### src/rtl/v850_exec_pkg.sv
// rtl/v850_exec_pkg.sv - shared encodings, state type and latency helpers for the V850 issue sequencer
//
// Contents:
//   CS_MUL, CS_DIV   executer circuit-select encodings of the multi-cycle units
//   seq_state_t      sequencer state (IDLE / EXEC)
//   sel_latency()    issue-to-retire latency for a circuit select
//   cnt_width()      width of the latency down-counter (never below 6 bits)
package v850_exec_pkg;

   localparam logic [9:0] CS_MUL = 10'b00_1000_0000;
   localparam logic [9:0] CS_DIV = 10'b00_0000_1000;

   localparam int unsigned CNT_MIN_W = 6;

   typedef enum logic {
      ST_IDLE = 1'b0,
      ST_EXEC = 1'b1
   } seq_state_t;

   // Every circuit other than MUL and DIV completes in a single cycle.
   function automatic int unsigned sel_latency(input logic [9:0] sel,
                                               input int unsigned mul_lat,
                                               input int unsigned div_lat);
      int unsigned lat;
      lat = 1;
      if (sel == CS_MUL) begin
         lat = mul_lat;
      end else if (sel == CS_DIV) begin
         lat = div_lat;
      end
      return lat;
   endfunction

   // Wide enough to hold the larger latency, so longer dividers need no edits.
   function automatic int unsigned cnt_width(input int unsigned mul_lat,
                                             input int unsigned div_lat);
      int unsigned max_lat;
      int unsigned w;
      max_lat = (mul_lat > div_lat) ? mul_lat : div_lat;
      w = $clog2(max_lat + 1);
      return (w < CNT_MIN_W) ? CNT_MIN_W : w;
   endfunction

endpackage

### src/rtl/v850_exec_sequencer_if.sv
// rtl/v850_exec_sequencer_if.sv - decoder/executer bus of the V850 issue sequencer
//
// Signals:
//   flush_i                          kill in-flight op and pending state
//   dec_valid_i / dec_ready_o        decoder handshake
//   dec_circuit_sel_i [9:0]          executer circuit select
//   dec_dest_i, dec_dest2_i [4:0]    destination registers
//   dec_wr_dest_i, dec_wr_dest2_i    destination write enables
//   dec_src1_i, dec_src2_i [4:0]     source registers
//   ex_valid_o                       one-cycle issue strobe
//   ex_circuit_sel_o [9:0]           issued circuit select (0 when not issuing)
//   ex_dest_o, ex_dest2_o [4:0]      issued destinations
//   ex_done_o                        one-cycle retirement pulse
//   busy_o                           an op is in flight
//   pending_o [31:0]                 outstanding register writes
// Modports: master = decoder/executer side, slave = sequencer.
interface v850_exec_sequencer_if;

   logic        flush_i;
   logic        dec_valid_i;
   logic        dec_ready_o;
   logic [9:0]  dec_circuit_sel_i;
   logic [4:0]  dec_dest_i;
   logic [4:0]  dec_dest2_i;
   logic        dec_wr_dest_i;
   logic        dec_wr_dest2_i;
   logic [4:0]  dec_src1_i;
   logic [4:0]  dec_src2_i;
   logic        ex_valid_o;
   logic [9:0]  ex_circuit_sel_o;
   logic [4:0]  ex_dest_o;
   logic [4:0]  ex_dest2_o;
   logic        ex_done_o;
   logic        busy_o;
   logic [31:0] pending_o;

   modport master (
      output flush_i, dec_valid_i, dec_circuit_sel_i, dec_dest_i, dec_dest2_i,
             dec_wr_dest_i, dec_wr_dest2_i, dec_src1_i, dec_src2_i,
      input  dec_ready_o, ex_valid_o, ex_circuit_sel_o, ex_dest_o, ex_dest2_o,
             ex_done_o, busy_o, pending_o
   );

   modport slave (
      input  flush_i, dec_valid_i, dec_circuit_sel_i, dec_dest_i, dec_dest2_i,
             dec_wr_dest_i, dec_wr_dest2_i, dec_src1_i, dec_src2_i,
      output dec_ready_o, ex_valid_o, ex_circuit_sel_o, ex_dest_o, ex_dest2_o,
             ex_done_o, busy_o, pending_o
   );

endinterface

### src/rtl/v850_scoreboard.sv
// rtl/v850_scoreboard.sv - 32-entry pending-write scoreboard for the V850 issue sequencer
//
// Ports:
//   clk, rst_n                       clock, asynchronous active-low reset
//   clear_all                        synchronous clear of every pending bit
//   set0_en/set0_idx, set1_en/idx    mark registers pending
//   clr0_en/clr0_idx, clr1_en/idx    release registers
//   look_idx0..3                     registers to look up
//   look_hit [3:0]                   registered pending state of each lookup
//   pending [31:0]                   full pending vector
module v850_scoreboard (
   input  logic        clk,
   input  logic        rst_n,
   input  logic        clear_all,
   input  logic        set0_en,
   input  logic [4:0]  set0_idx,
   input  logic        set1_en,
   input  logic [4:0]  set1_idx,
   input  logic        clr0_en,
   input  logic [4:0]  clr0_idx,
   input  logic        clr1_en,
   input  logic [4:0]  clr1_idx,
   input  logic [4:0]  look_idx0,
   input  logic [4:0]  look_idx1,
   input  logic [4:0]  look_idx2,
   input  logic [4:0]  look_idx3,
   output logic [3:0]  look_hit,
   output logic [31:0] pending
);

   logic [31:0] pend_q;
   logic [31:0] set_mask;
   logic [31:0] clr_mask;

   function automatic logic [31:0] onehot(input logic en, input logic [4:0] idx);
      return {31'b0, en} << idx;
   endfunction

   assign set_mask = onehot(set0_en, set0_idx) | onehot(set1_en, set1_idx);
   assign clr_mask = onehot(clr0_en, clr0_idx) | onehot(clr1_en, clr1_idx);

   // Set is applied after clear so a register handed straight from the
   // retiring op to the new op stays pending; r0 is hard-wired clear.
   always_ff @(posedge clk or negedge rst_n) begin
      if (!rst_n) begin
         pend_q <= '0;
      end else if (clear_all) begin
         pend_q <= '0;
      end else begin
         pend_q <= ((pend_q & ~clr_mask) | set_mask) & ~32'h1;
      end
   end

   assign look_hit[0] = pend_q[look_idx0];
   assign look_hit[1] = pend_q[look_idx1];
   assign look_hit[2] = pend_q[look_idx2];
   assign look_hit[3] = pend_q[look_idx3];
   assign pending     = pend_q;

endmodule

### src/rtl/v850_exec_sequencer.sv
// rtl/v850_exec_sequencer.sv - issue controller between the V850 decoder and execute stage
//
// Parameters:
//   MUL_LATENCY   issue-to-retire cycles for MUL (>= 1)
//   DIV_LATENCY   issue-to-retire cycles for DIV (>= 1)
// Ports:
//   clk           single clock, rising edge
//   rst_n         asynchronous active-low reset
//   bus           v850_exec_sequencer_if.slave: decoder handshake, issue strobe,
//                 retirement pulse, busy flag and pending-write vector
// Build option:
//   V850_SEQ_SCOREBOARD_EN  when defined, a register scoreboard stalls RAW/WAW
//                           hazards and drives pending_o; otherwise ordering
//                           relies only on multi-cycle blocking and pending_o = 0.
module v850_exec_sequencer
   import v850_exec_pkg::*;
#(
   parameter int unsigned MUL_LATENCY = 2,
   parameter int unsigned DIV_LATENCY = 34
) (
   input  logic                  clk,
   input  logic                  rst_n,
   v850_exec_sequencer_if.slave  bus
);

   localparam int unsigned CNT_W = cnt_width(MUL_LATENCY, DIV_LATENCY);

   seq_state_t       state;
   logic [CNT_W-1:0] cnt;
   logic [CNT_W-1:0] lat;
   logic             ex_valid_q;
   logic             ex_done_q;
   logic [9:0]       ex_sel_q;
   logic [4:0]       ex_dest_q;
   logic [4:0]       ex_dest2_q;
   logic             retire;
   logic             hazard;
   logic             ready;
   logic             accept;
   logic [31:0]      pending;

   // The last cycle of an op doubles as an issue slot for the next one.
   assign retire = (state == ST_EXEC) && (cnt == CNT_W'(1));
   assign ready  = ((state == ST_IDLE) || retire) && !hazard && !bus.flush_i;
   assign accept = bus.dec_valid_i && ready;
   assign lat    = CNT_W'(sel_latency(bus.dec_circuit_sel_i, MUL_LATENCY, DIV_LATENCY));

   // ex_done_q is computed one cycle ahead so it is high exactly while cnt == 1.
   always_ff @(posedge clk or negedge rst_n) begin
      if (!rst_n) begin
         state      <= ST_IDLE;
         cnt        <= '0;
         ex_valid_q <= 1'b0;
         ex_done_q  <= 1'b0;
         ex_sel_q   <= '0;
         ex_dest_q  <= '0;
         ex_dest2_q <= '0;
      end else if (bus.flush_i) begin
         state      <= ST_IDLE;
         cnt        <= '0;
         ex_valid_q <= 1'b0;
         ex_done_q  <= 1'b0;
         ex_sel_q   <= '0;
      end else begin
         ex_valid_q <= accept;
         ex_sel_q   <= accept ? bus.dec_circuit_sel_i : 10'b0;
         if (accept) begin
            state      <= ST_EXEC;
            cnt        <= lat;
            ex_dest_q  <= bus.dec_dest_i;
            ex_dest2_q <= bus.dec_dest2_i;
            ex_done_q  <= (lat == CNT_W'(1));
         end else if (state == ST_EXEC) begin
            if (retire) begin
               state     <= ST_IDLE;
               cnt       <= '0;
               ex_done_q <= 1'b0;
            end else begin
               cnt       <= cnt - CNT_W'(1);
               ex_done_q <= (cnt == CNT_W'(2));
            end
         end else begin
            ex_done_q <= 1'b0;
         end
      end
   end

`ifdef V850_SEQ_SCOREBOARD_EN
   logic       ex_wr_q;
   logic       ex_wr2_q;
   logic [3:0] hits;

   // Write enables of the in-flight op, needed to release its bits on retire.
   always_ff @(posedge clk or negedge rst_n) begin
      if (!rst_n) begin
         ex_wr_q  <= 1'b0;
         ex_wr2_q <= 1'b0;
      end else if (accept) begin
         ex_wr_q  <= bus.dec_wr_dest_i;
         ex_wr2_q <= bus.dec_wr_dest2_i;
      end
   end

   v850_scoreboard u_scoreboard (
      .clk       (clk),
      .rst_n     (rst_n),
      .clear_all (bus.flush_i),
      .set0_en   (accept && bus.dec_wr_dest_i),
      .set0_idx  (bus.dec_dest_i),
      .set1_en   (accept && bus.dec_wr_dest2_i),
      .set1_idx  (bus.dec_dest2_i),
      .clr0_en   (retire && ex_wr_q),
      .clr0_idx  (ex_dest_q),
      .clr1_en   (retire && ex_wr2_q),
      .clr1_idx  (ex_dest2_q),
      .look_idx0 (bus.dec_src1_i),
      .look_idx1 (bus.dec_src2_i),
      .look_idx2 (bus.dec_dest_i),
      .look_idx3 (bus.dec_dest2_i),
      .look_hit  (hits),
      .pending   (pending)
   );

   // Uses the registered vector: a bit being released this cycle still stalls.
   assign hazard = hits[0] || hits[1]
                || (hits[2] && bus.dec_wr_dest_i)
                || (hits[3] && bus.dec_wr_dest2_i);
`else
   logic unused_sb_inputs;

   assign hazard           = 1'b0;
   assign pending          = '0;
   assign unused_sb_inputs = ^{bus.dec_src1_i, bus.dec_src2_i,
                               bus.dec_wr_dest_i, bus.dec_wr_dest2_i};
`endif

   assign bus.dec_ready_o      = ready;
   assign bus.ex_valid_o       = ex_valid_q;
   assign bus.ex_circuit_sel_o = ex_sel_q;
   assign bus.ex_dest_o        = ex_dest_q;
   assign bus.ex_dest2_o       = ex_dest2_q;
   assign bus.ex_done_o        = ex_done_q;
   assign bus.busy_o           = (state == ST_EXEC);
   assign bus.pending_o        = pending;

endmodule

### src/flat_wrapper.sv
// flat-port wrapper written by rule: the top's interface ports become plain ports
module v850_exec_sequencer_flat import v850_exec_pkg::*;
#(
   parameter int unsigned MUL_LATENCY = 2,
   parameter int unsigned DIV_LATENCY = 34
)
  (clk, rst_n, bus_flush_i, bus_dec_valid_i, bus_dec_circuit_sel_i, bus_dec_dest_i, bus_dec_dest2_i, bus_dec_wr_dest_i, bus_dec_wr_dest2_i, bus_dec_src1_i, bus_dec_src2_i, bus_dec_ready_o, bus_ex_valid_o, bus_ex_circuit_sel_o, bus_ex_dest_o, bus_ex_dest2_o, bus_ex_done_o, bus_busy_o, bus_pending_o);
  v850_exec_sequencer_if bus_i ();
  input  logic clk;
  input  logic rst_n;
  input wire logic [$bits(bus_i.flush_i)-1:0] bus_flush_i;
  input wire logic [$bits(bus_i.dec_valid_i)-1:0] bus_dec_valid_i;
  input wire logic [$bits(bus_i.dec_circuit_sel_i)-1:0] bus_dec_circuit_sel_i;
  input wire logic [$bits(bus_i.dec_dest_i)-1:0] bus_dec_dest_i;
  input wire logic [$bits(bus_i.dec_dest2_i)-1:0] bus_dec_dest2_i;
  input wire logic [$bits(bus_i.dec_wr_dest_i)-1:0] bus_dec_wr_dest_i;
  input wire logic [$bits(bus_i.dec_wr_dest2_i)-1:0] bus_dec_wr_dest2_i;
  input wire logic [$bits(bus_i.dec_src1_i)-1:0] bus_dec_src1_i;
  input wire logic [$bits(bus_i.dec_src2_i)-1:0] bus_dec_src2_i;
  output wire logic [$bits(bus_i.dec_ready_o)-1:0] bus_dec_ready_o;
  output wire logic [$bits(bus_i.ex_valid_o)-1:0] bus_ex_valid_o;
  output wire logic [$bits(bus_i.ex_circuit_sel_o)-1:0] bus_ex_circuit_sel_o;
  output wire logic [$bits(bus_i.ex_dest_o)-1:0] bus_ex_dest_o;
  output wire logic [$bits(bus_i.ex_dest2_o)-1:0] bus_ex_dest2_o;
  output wire logic [$bits(bus_i.ex_done_o)-1:0] bus_ex_done_o;
  output wire logic [$bits(bus_i.busy_o)-1:0] bus_busy_o;
  output wire logic [$bits(bus_i.pending_o)-1:0] bus_pending_o;
  assign bus_i.flush_i = bus_flush_i;
  assign bus_i.dec_valid_i = bus_dec_valid_i;
  assign bus_i.dec_circuit_sel_i = bus_dec_circuit_sel_i;
  assign bus_i.dec_dest_i = bus_dec_dest_i;
  assign bus_i.dec_dest2_i = bus_dec_dest2_i;
  assign bus_i.dec_wr_dest_i = bus_dec_wr_dest_i;
  assign bus_i.dec_wr_dest2_i = bus_dec_wr_dest2_i;
  assign bus_i.dec_src1_i = bus_dec_src1_i;
  assign bus_i.dec_src2_i = bus_dec_src2_i;
  assign bus_dec_ready_o = bus_i.dec_ready_o;
  assign bus_ex_valid_o = bus_i.ex_valid_o;
  assign bus_ex_circuit_sel_o = bus_i.ex_circuit_sel_o;
  assign bus_ex_dest_o = bus_i.ex_dest_o;
  assign bus_ex_dest2_o = bus_i.ex_dest2_o;
  assign bus_ex_done_o = bus_i.ex_done_o;
  assign bus_busy_o = bus_i.busy_o;
  assign bus_pending_o = bus_i.pending_o;
  v850_exec_sequencer #(.MUL_LATENCY(MUL_LATENCY), .DIV_LATENCY(DIV_LATENCY)) u_core (.clk(clk), .rst_n(rst_n), .bus(bus_i));
endmodule
### config.mk
export PLATFORM = sky130hd
export DESIGN_NAME = v850_exec_sequencer_flat
export DESIGN_NICKNAME = d
export VERILOG_FILES = /design/src/rtl/v850_exec_pkg.sv /design/src/rtl/v850_exec_sequencer_if.sv /design/src/rtl/v850_scoreboard.sv /design/src/rtl/v850_exec_sequencer.sv /design/src/flat_wrapper.sv
export SDC_FILE = /design/constraint.sdc
export NUM_CORES = 1
export LEC_CHECK = 0
export CORE_MARGIN = 2
export CORE_UTILIZATION = 30
export DETAILED_ROUTE_END_ITERATION = 7
export GPL_ROUTABILITY_DRIVEN = 0
export MAX_ROUTING_LAYER = met4
export PLACE_DENSITY = 0.67
export SLEW_MARGIN = 20
export SYNTH_ARGS = -nofsm -noshare
export SYNTH_HDL_FRONTEND = slang
export SYNTH_SLANG_ARGS = --single-unit
### constraint.sdc
create_clock -name clk -period 4.35 [get_ports clk]
set_input_delay 0.435 -clock clk [delete_from_list [all_inputs] [get_ports clk]]
set_output_delay 0.435 -clock clk [all_outputs]
set_load 0.02 [all_outputs]
# Yosys cells after proc, flatten, opt, wreduce, memory -nomap -nowiden
# Index checks and enable logic that the tools add are counted.
# W data, S select, Z words.
dict set report word_totals {
  ff_bits 29
  in_bits 36
  elab_cells 39
}
dict set report op_classes {
  addsub 1
  eq_ne 5
  muxes 17
  bitwise_logic 2
  n_reduce_logical 7
}
# cell count
set ops {}
lappend ops {{$mux W6} 6}
lappend ops {{$mux W10} 2}
lappend ops {{$eq A6 B1 Y1 const B} 2}
lappend ops {{$eq A10 B4 Y1 const B} 1}
lappend ops {{$eq A10 B8 Y1 const B} 1}
lappend ops {{$mux W1} 9}
lappend ops {{$eq A6 B2 Y1 const B} 1}
lappend ops {{$sub A6 B1 Y6 const B} 1}
lappend ops {{$logic_and A1 B1 Y1} 3}
lappend ops {{$reduce_bool A3 Y1} 1}
lappend ops {{$not A1 Y1} 2}
lappend ops {{$reduce_and A2 Y1} 1}
lappend ops {{$logic_not A1 Y1} 1}
lappend ops {{$logic_or A1 B1 Y1} 1}

# Logic depth before layout (Yosys ltp)
# Gate-level depths: netlist of the first run.
dict set report depth {
  ltp_word 7
  mapped_depth 6
  mapped_depth_nobuf 5
}

# Worst setup path after synthesis of the first run
# Ideal clock, no wire load.
dict set report synth_timing {
  kind {in2reg}
  start {in bus_dec_circuit_sel_i[2]}
  end {reg u_core.cnt[1]}
  setup_ns 0.087
  arrival_time_ns 1.721
  path_slack_ns 2.542
  stages 3
  cell_sequence {or4_2 > o41a_1 > a211oi_2}
}
dict set report synth_via {
  elab_chain_len 5
}
# item line
set synth_rtl {}
lappend synth_rtl {{start, declared} flat_wrapper.sv:13} ;# input wire logic [$bits(bus_i.dec_circuit_sel_i)-1:0] bus_dec_circuit_sel_i;
lappend synth_rtl {{$eq A10 B4 Y1} v850_exec_pkg.sv:28} ;# end else if (sel == CS_DIV) begin
lappend synth_rtl {{$mux W6} v850_exec_pkg.sv:28}
lappend synth_rtl {{$mux W6 *} v850_exec_pkg.sv:26} ;# if (sel == CS_MUL) begin
lappend synth_rtl {{$mux W6 *} v850_exec_sequencer.sv:67} ;# if (accept) begin
lappend synth_rtl {{$mux W6 *} v850_exec_sequencer.sv:58} ;# end else if (bus.flush_i) begin
lappend synth_rtl {{end signal, assigned} v850_exec_sequencer.sv:69} ;# cnt <= lat;
lappend synth_rtl {{end signal, assigned} v850_exec_sequencer.sv:79} ;# cnt <= cnt - CNT_W'(1);
lappend synth_rtl {{end, declared} v850_exec_sequencer.sv:29} ;# logic [CNT_W-1:0] cnt;
# Every way passes the cells marked *; elsewhere a longest branch is shown, timed or not.
# A chain may end at the register's enable or synchronous reset.

# Final worst setup path of the first run
dict set report layout_timing {
  start {reg u_core.cnt[4]}
  end {out bus_dec_ready_o}
}
dict set report layout_via {
  elab_chain_len 4
}
# item line
set layout_rtl {}
lappend layout_rtl {{$eq A6 B1 Y1} v850_exec_sequencer.sv:43} ;# assign retire = (state == ST_EXEC) && (cnt == CNT_W'(1));
lappend layout_rtl {{$logic_and A1 B1 Y1} v850_exec_sequencer.sv:43}
lappend layout_rtl {{$logic_or A1 B1 Y1} v850_exec_sequencer.sv:44} ;# assign ready = ((state == ST_IDLE) || retire) && !hazard && !bus.flush_i;
lappend layout_rtl {{$logic_and A1 B1 Y1} v850_exec_sequencer.sv:44}
lappend layout_rtl {{end, declared} flat_wrapper.sv:20} ;# output wire logic [$bits(bus_i.dec_ready_o)-1:0] bus_dec_ready_o;
# Every way passes these cells.

==> summary.md, run 1 <==
| Metric | Value |
|---|---|
| Run status | complete, no violations |
| CP Max Fanout | 10 |
| Final ANT Viol Nets | 0 |
| Normalized max-slew margin | 57.4% |
| Max Clk Rate | 402 MHz |
| # fillers | 508 |
| Critical Path Sink Type | output pin |
| Avg Cell Area, Syn | 11.1 um^2 |
| EDFF count, synth | 0 |
| CTS max path bufs | 2 |
| Nets | 228 |
| Core region area | 4820 um^2 |
| Final non-filler cell total | 257 |
| CP max stage cell | clkdlybuf4s50_1 |
| IO buf count | 47 |
| RSZ-0062 raised after global routing | no |
| Sequential area share after synthesis | 47.5% |
| DRT Pass-1 Iters | 4 |
| Total CTS buffers | 5 |
| Total Routed Length | 2720 um |
| Chip Height | 75.3 um |
| Vias in the first global route | 885 |
| Worst-Margin Slew | 0.635 ns |
| Async set-reset flop share out of synthesis | 100% |
| Placed cells | 249 |
| Top Ports | 92 |
| Kind of critical path | flip-flop to output pin |
| Max-cap check violation count | 0 |
| Most common cell after layout, fill and taps aside | clkdlybuf4s50_1 |
| Initial DRC count | 16 |
| Synth area leaders | dfrtp_1 48%, buf_4 16%, mux2_1 7.4% |
| Buf/Inv on CP | 1 |
| Worst Skew | 0.00543 ns |
| Syn Std Cell Area | 1530 um^2 |
| Number of H-tree levels | 2 |
| Vias per inst | 4.07 |
| Setup Buffers After CTS | 0 |
| Die X-Extent | 75.3 um |
| Slew Limit Fails | 0 |
| CTS tree | done |
| Critical path's top delay family | buffers and inverters |
| Worst path cell trace | nor4_2 -> a21oi_2 -> nor2_1 -> clkdlybuf4s50_1 |
| P_leak | 0.912 nW |
| Mapped Cells | 138 |
| First-pass GRT wire length | 4000 um |
| R2R Setup Slk | 2.43 ns |
| Vias | 1046 |
| Worst Path Required | 3.91 ns |
| Worst-path clk slew | 0.06 ns |
| VDD IR max | 0.103 mV |
| Power density over the cells | 367 nW/um^2 |
| CTS sink cnt | 29 |
| Initial Util | 31.7% |
| FF+latch count, synth | 29 |
| Top_reg_cell synth | dfrtp_1 |
| Post-synth top area cell | dfrtp_1 |
| Cts hold-fix bufs | 0 |
| Netlist cell types | 38 |
| Critical Path AT | 2.05 ns |
| GRT overflow | 0 |
| Synth top area share | 47.5% |
| # diodes | 0 |
| DRC viols | 0 |
| Worst Hold Margin | 0.487 ns |
| Startpoint Class | flip-flop |
| CTS resizes | 0 |
| Largest net degree at the start of global routing | 30 |
| Final setup viols | 0 |
| GRT Util Overall | 9.73% |
| Row count | 25 |
| Wire length per cell | 10.6 um |
| HP Class | flip-flop to flip-flop |
| Clk_lat worst skew | 0.27 ns |
| Most frequent cells in the layout | 47 x clkdlybuf4s50_1, 32 x conb_1, 29 x dfrtp_1 |
| Final Hold Viols | 0 |
| Yosys warning count | 0 |
| Detailed placer's ending HPWL | 2110 um |
| Fin crit period | 2.49 ns |
| Die footprint | 5670 um^2 |
| Initial antenna violation count | 0 |
| Setup TNS | 0 ns |
| Fraction of layout cells with a size suffix above 1 | 9.47% |
| Critical Path Max Stage Delay | 0.61 ns |
| Root buf cell | clkbuf_8 |
| Area delta synth->final | 33.3% |
| Tcrit/Tclk final | 57.2% |
==> logic make-up (layout without fill, tap and decap cells) <==
kind of cell               count (synthesis)  in the layout  share of synthesized area (%)
adders and majority gates                  3              3                           2.46
buffers and inverters                     41             62                           18.3
muxes                                     12             12                           8.69
DFF                                       29             29                           47.5
xor gates and xnor gates                   1              1                          0.574
and+or+nand+nor                           34             34                           13.0
other                                      1             32                          0.246
AOI/OAI and AO/OA                         17             17                           9.26
==> metal layers <==
layer / vias up / wire length [um] / GRT usage, %
met2: 61 / 1230 / 16.0
met5: - / 0 / -
li1: 505 / - / -
met4: 0 / 24 / 4.09
met3: 4 / 321 / 3.31
met1: 476 / 1150 / 10.7
==> worst register-to-register path: stages (launching register included) <==
cell and delay (ns):
dfrtp_1 0.43, nor4_2 0.43, a21oi_2 0.21, nor2_1 0.14
buf_4 0.25, mux2_1 0.36
==> stage by stage <==
step	cell area (um^2)	setup WS, ns	util, %	power (mW)
floorplan	1640	2.54	-	0.475
global route	2030	1.75	42.2	0.788
global placement	1950	2.05	40.5	0.547
detailed placement	1950	2.07	40.5	0.551
CTS	2030	1.83	42.2	0.759
finish	2030	1.86	42.2	0.747
==> cells in the mapped netlist, types with 2 or more instances <==
cell type / number
nor2_1: 9
mux2_1: 10
dfrtp_1: 29
inv_1: 5
nand2_1: 4
mux2i_1: 2
buf_4: 33
a21oi_1: 4
nand3_1: 2
ha_1: 3
and2_1: 10
==> path summary, 6_finish.rpt <==
| check | cells after the start | startpoint | to |
|---|---|---|---|
| max in group asynchronous | 2 | rst_n | u_core.bus.ex_circuit_sel_o[0] |
| min in group asynchronous | 2 | rst_n | u_core.bus.ex_circuit_sel_o[3] |
| worst min-delay path | 1 | u_core.bus.ex_dest2_o[4] | u_core.bus.ex_dest2_o[4] |
| worst min register to register | 1 | u_core.bus.ex_dest2_o[4] | u_core.bus.ex_dest2_o[4] |
| worst max register to register | 5 | u_core.cnt[4] | u_core.bus.ex_dest_o[0] |
| worst max-delay path | 4 | u_core.cnt[4] | bus_dec_ready_o |
==> cell type report <==
cell class / count / area [um^2] / share of cell area [%]
Inverter: 5 / 18.8 / 0.923
Sequential cell: 29 / 726 / 35.7
Clock inverter: 2 / 10.0 / 0.492
Multi-Input combinational cell: 99 / 638 / 31.4
Timing Repair Buffer: 49 / 485 / 23.9
Clock buffer: 6 / 72.6 / 3.57
Tap cell: 67 / 83.8 / 4.12
==> registers in the layout, summed over array words and instances (netlist names) <==
register,count
u_core.bus.ex_circuit_sel_o,10
u_core.bus.ex_dest2_o,5
u_core.bus.ex_done_o,1
u_core.bus.ex_dest_o,5
u_core.bus.ex_valid_o,1
u_core.bus.busy_o,1
u_core.cnt,6
==> report_power, final <==
part           leakage, nW  switching (mW)  internal (mW)
clock network       0.0450          0.0923          0.110
registers            0.372          0.0191          0.302
logic                0.495           0.119          0.104
total                0.912           0.230          0.517
(Power assumes the default switching activity.)
==> run 2: changes to the inputs <==
--- a/config.mk
+++ b/config.mk
@@ -10,7 +10,7 @@
 export DETAILED_ROUTE_END_ITERATION = 7
 export GPL_ROUTABILITY_DRIVEN = 0
 export MAX_ROUTING_LAYER = met4
-export PLACE_DENSITY = 0.67
+export PLACE_DENSITY = 0.69
 export SLEW_MARGIN = 20
 export SYNTH_ARGS = -nofsm -noshare
 export SYNTH_HDL_FRONTEND = slang
==> constraint.sdc (replaced) <==
create_clock -name clk -period 2.18 [get_ports clk]
set_input_delay 0.218 -clock clk [delete_from_list [all_inputs] [get_ports clk]]
set_output_delay 0.218 -clock clk [all_outputs]
set_load 0.02 [all_outputs]
==> summary.md, run 2 (synthesized netlist as in run 1, its figures left out) <==
| Metric | Value |
|---|---|
| Run status | complete, no violations |
| Buf/Inv on CP | 1 (unchanged) |
| Nets | 230 (+0.88%) |
| Wire length per cell | 10.8 um (+2.1%) |
| Critical Path AT | 1.68 ns (-0.37 ns) |
| Largest register FFs | 10 (unchanged) |
| Kind of critical path | flip-flop to output pin |
| Critical Path Sink Type | output pin |
| CTS tree | done |
| DRT Pass-1 Iters | 4 (unchanged) |
| Worst-path clk slew | 0.06 ns (about the same) |
| CP Max Fanout | 6 (-4) |
| IO buf count | 47 (unchanged) |
| CP max stage cell | dfrtp_1 |
| HP Class | input pin to asynchronous set/reset pin |
| Cts hold-fix bufs | 0 (unchanged) |
| RSZ-0062 raised after global routing | no |
| Normalized max-slew margin | 59.9% (+2.5 points) |
| Die footprint | 5670 um^2 (unchanged) |
| Worst Path Required | 1.96 ns (-1.95 ns) |
| First-pass GRT wire length | 4310 um (+7.6%) |
| Worst flop-to-flop path startpoint | u_core.cnt[4] |
| Root buf cell | clkbuf_8 |
| Chip Height | 75.3 um (unchanged) |
| Final Hold Viols | 0 (unchanged) |
| Power density over the cells | 755 nW/um^2 (+110%) |
| Largest net degree at the start of global routing | 30 (unchanged) |
| Initial DRC count | 20 (+4) |
| Clk_lat worst skew | 0.27 ns (about the same) |
| Total Power | 1.57 mW (+110%) |
| Detailed placer's ending HPWL | 2040 um (-3.6%) |
| Total CTS buffers | 5 (unchanged) |
| Worst-Margin Slew | 0.598 ns (-0.0374 ns) |
| Slew Limit Fails | 0 (unchanged) |
| # fillers | 490 (-3.5%) |
| Max Clk Rate | 528 MHz |
| Worst path cell trace | nor4_4 -> a21oi_2 -> nor2_1 -> dlygate4sd2_1 |
| Critical Path Max Stage Delay | 0.45 ns (-0.16 ns) |
| Tcrit/Tclk final | 86.9% |
| Initial Util | 31.7% (unchanged) |
| Vias | 1053 (+0.67%) |
| Final ANT Viol Nets | 0 (unchanged) |
| Critical path's top delay family | simple AND/OR/NAND/NOR gates |
| VDD IR max | 0.261 mV (+150%) |
| GRT overflow | 0 (unchanged) |
| P_leak | 0.937 nW (+2.8%) |
| # diodes | 0 (unchanged) |
| Die X-Extent | 75.3 um (unchanged) |
| Max-cap check violation count | 0 (unchanged) |
| CTS sink cnt | 29 (unchanged) |
| Area delta synth->final | 36.0% |
| Setup Buffers After CTS | 0 (unchanged) |
| Vias in the first global route | 984 (+11%) |
| Core region area | 4820 um^2 (unchanged) |
| Startpoint Class | flip-flop |
| CTS max path bufs | 2 (unchanged) |
| Total Routed Length | 2800 um (+2.9%) |
| Row count | 25 (unchanged) |
| DRC viols | 0 (unchanged) |
| Initial antenna violation count | 0 (unchanged) |
| Fraction of layout cells with a size suffix above 1 | 10.9% (+1.5 points) |
| Worst Skew | 0.00390 ns (-0.00153 ns) |
| Final setup viols | 0 (unchanged) |
| Most frequent cells in the layout | 46 x clkdlybuf4s50_1, 32 x conb_1, 29 x dfrtp_1 |
| Setup TNS | 0 ns (unchanged) |
| Vias per inst | 4.07 (-0.11%) |
| CP Launch Point | u_core.cnt[4] |
| GRT Util Overall | 10.4% (+0.69 points) |
| Number of H-tree levels | 2 (unchanged) |
| Most common cell after layout, fill and taps aside | clkdlybuf4s50_1 |
| Fin crit period | 1.89 ns |
| Top Ports | 92 (unchanged) |
-- run 2: changes by cell type in the layout (fill, tap and decap cells not counted) --
cell / previous run / this run
dlygate4sd2_1: 0 / 1
clkdlybuf4s50_1: 47 / 46
nor4_2: 1 / 0
clkbuf_1: 1 / 0
clkbuf_8: 5 / 7
clkinv_2: 2 / 1
nor4_4: 0 / 1
buf_4: 2 / 4
-- run 2: worst reg2reg max path, cell delays in order, from the launching register on --
cell      delay [ns]
dfrtp_1         0.45
nor4_4          0.36
a21oi_2         0.15
buf_4           0.17
o41a_1          0.43
a211oi_2        0.22
-- run 2: metrics by stage --
| step | area, um^2 | util [%] | cells | setup WS, ns | hold WS, ns |
|---|---|---|---|---|---|
| detailed placement | 1970 | 40.8 | 251 | 0.131 | 0.476 |
| floorplan | 1640 | - | 169 | 0.409 | -0.0776 |
| finish | 2080 | 43.1 | 259 | 0.287 | 0.323 |
| global placement | 1970 | 40.8 | 251 | 0.122 | 0.467 |
| global route | 2080 | 43.1 | 259 | 0.165 | 0.373 |
| CTS | 2080 | 43.1 | 259 | 0.246 | 0.327 |
-- run 2: worst paths after layout --
kind,to,slack [ns],depth (start not counted)
max in group asynchronous,u_core.cnt[2],1.60,2
setup / recovery,bus_dec_ready_o,0.29,4
hold / removal,u_core.bus.ex_dest2_o[1],0.32,2
min in group clk,u_core.bus.ex_dest2_o[0],0.48,1
hold reg to reg,u_core.bus.ex_dest2_o[0],0.48,1
setup reg to reg,u_core.cnt[1],0.32,5
-- run 2: layer usage --
metal / routed length (um) / up-vias / part of all wire, % / GRT usage [%]
met5: 0 / - / 0 / -
li1: - / 504 / - / -
met3: 305 / 4 / 11 / 3.17
met4: 66 / 0 / 2.4 / 5.26
met1: 1190 / 483 / 42 / 11.4
met2: 1240 / 62 / 44 / 17.1
-- run 2: report_power, final --
group / leakage, nW / switching [mW] / total, mW / internal [mW]
registers: 0.372 / 0.0426 / 0.645 / 0.602
logic: 0.511 / 0.235 / 0.449 / 0.214
clock network: 0.0542 / 0.188 / 0.473 / 0.285
total: 0.937 / 0.466 / 1.57 / 1.10
-- run 2: layout make-up --
cell class,instances,area (um^2),share of cell area [%]
Timing Repair Buffer,51,499,24.1
Multi-Input combinational cell,99,647,31.2
Sequential cell,29,726,35.0
Clock inverter,1,5.00,0.241
Tap cell,67,83.8,4.04
Clock buffer,7,96.3,4.64
Inverter,5,18.8,0.904
-- run 2: repair_timing --
action                                 in CTS  in global routing
gates resized for setup                     2                  0
endpoints found under the hold margin       0                  0
setup endpoints to repair                   1                  0
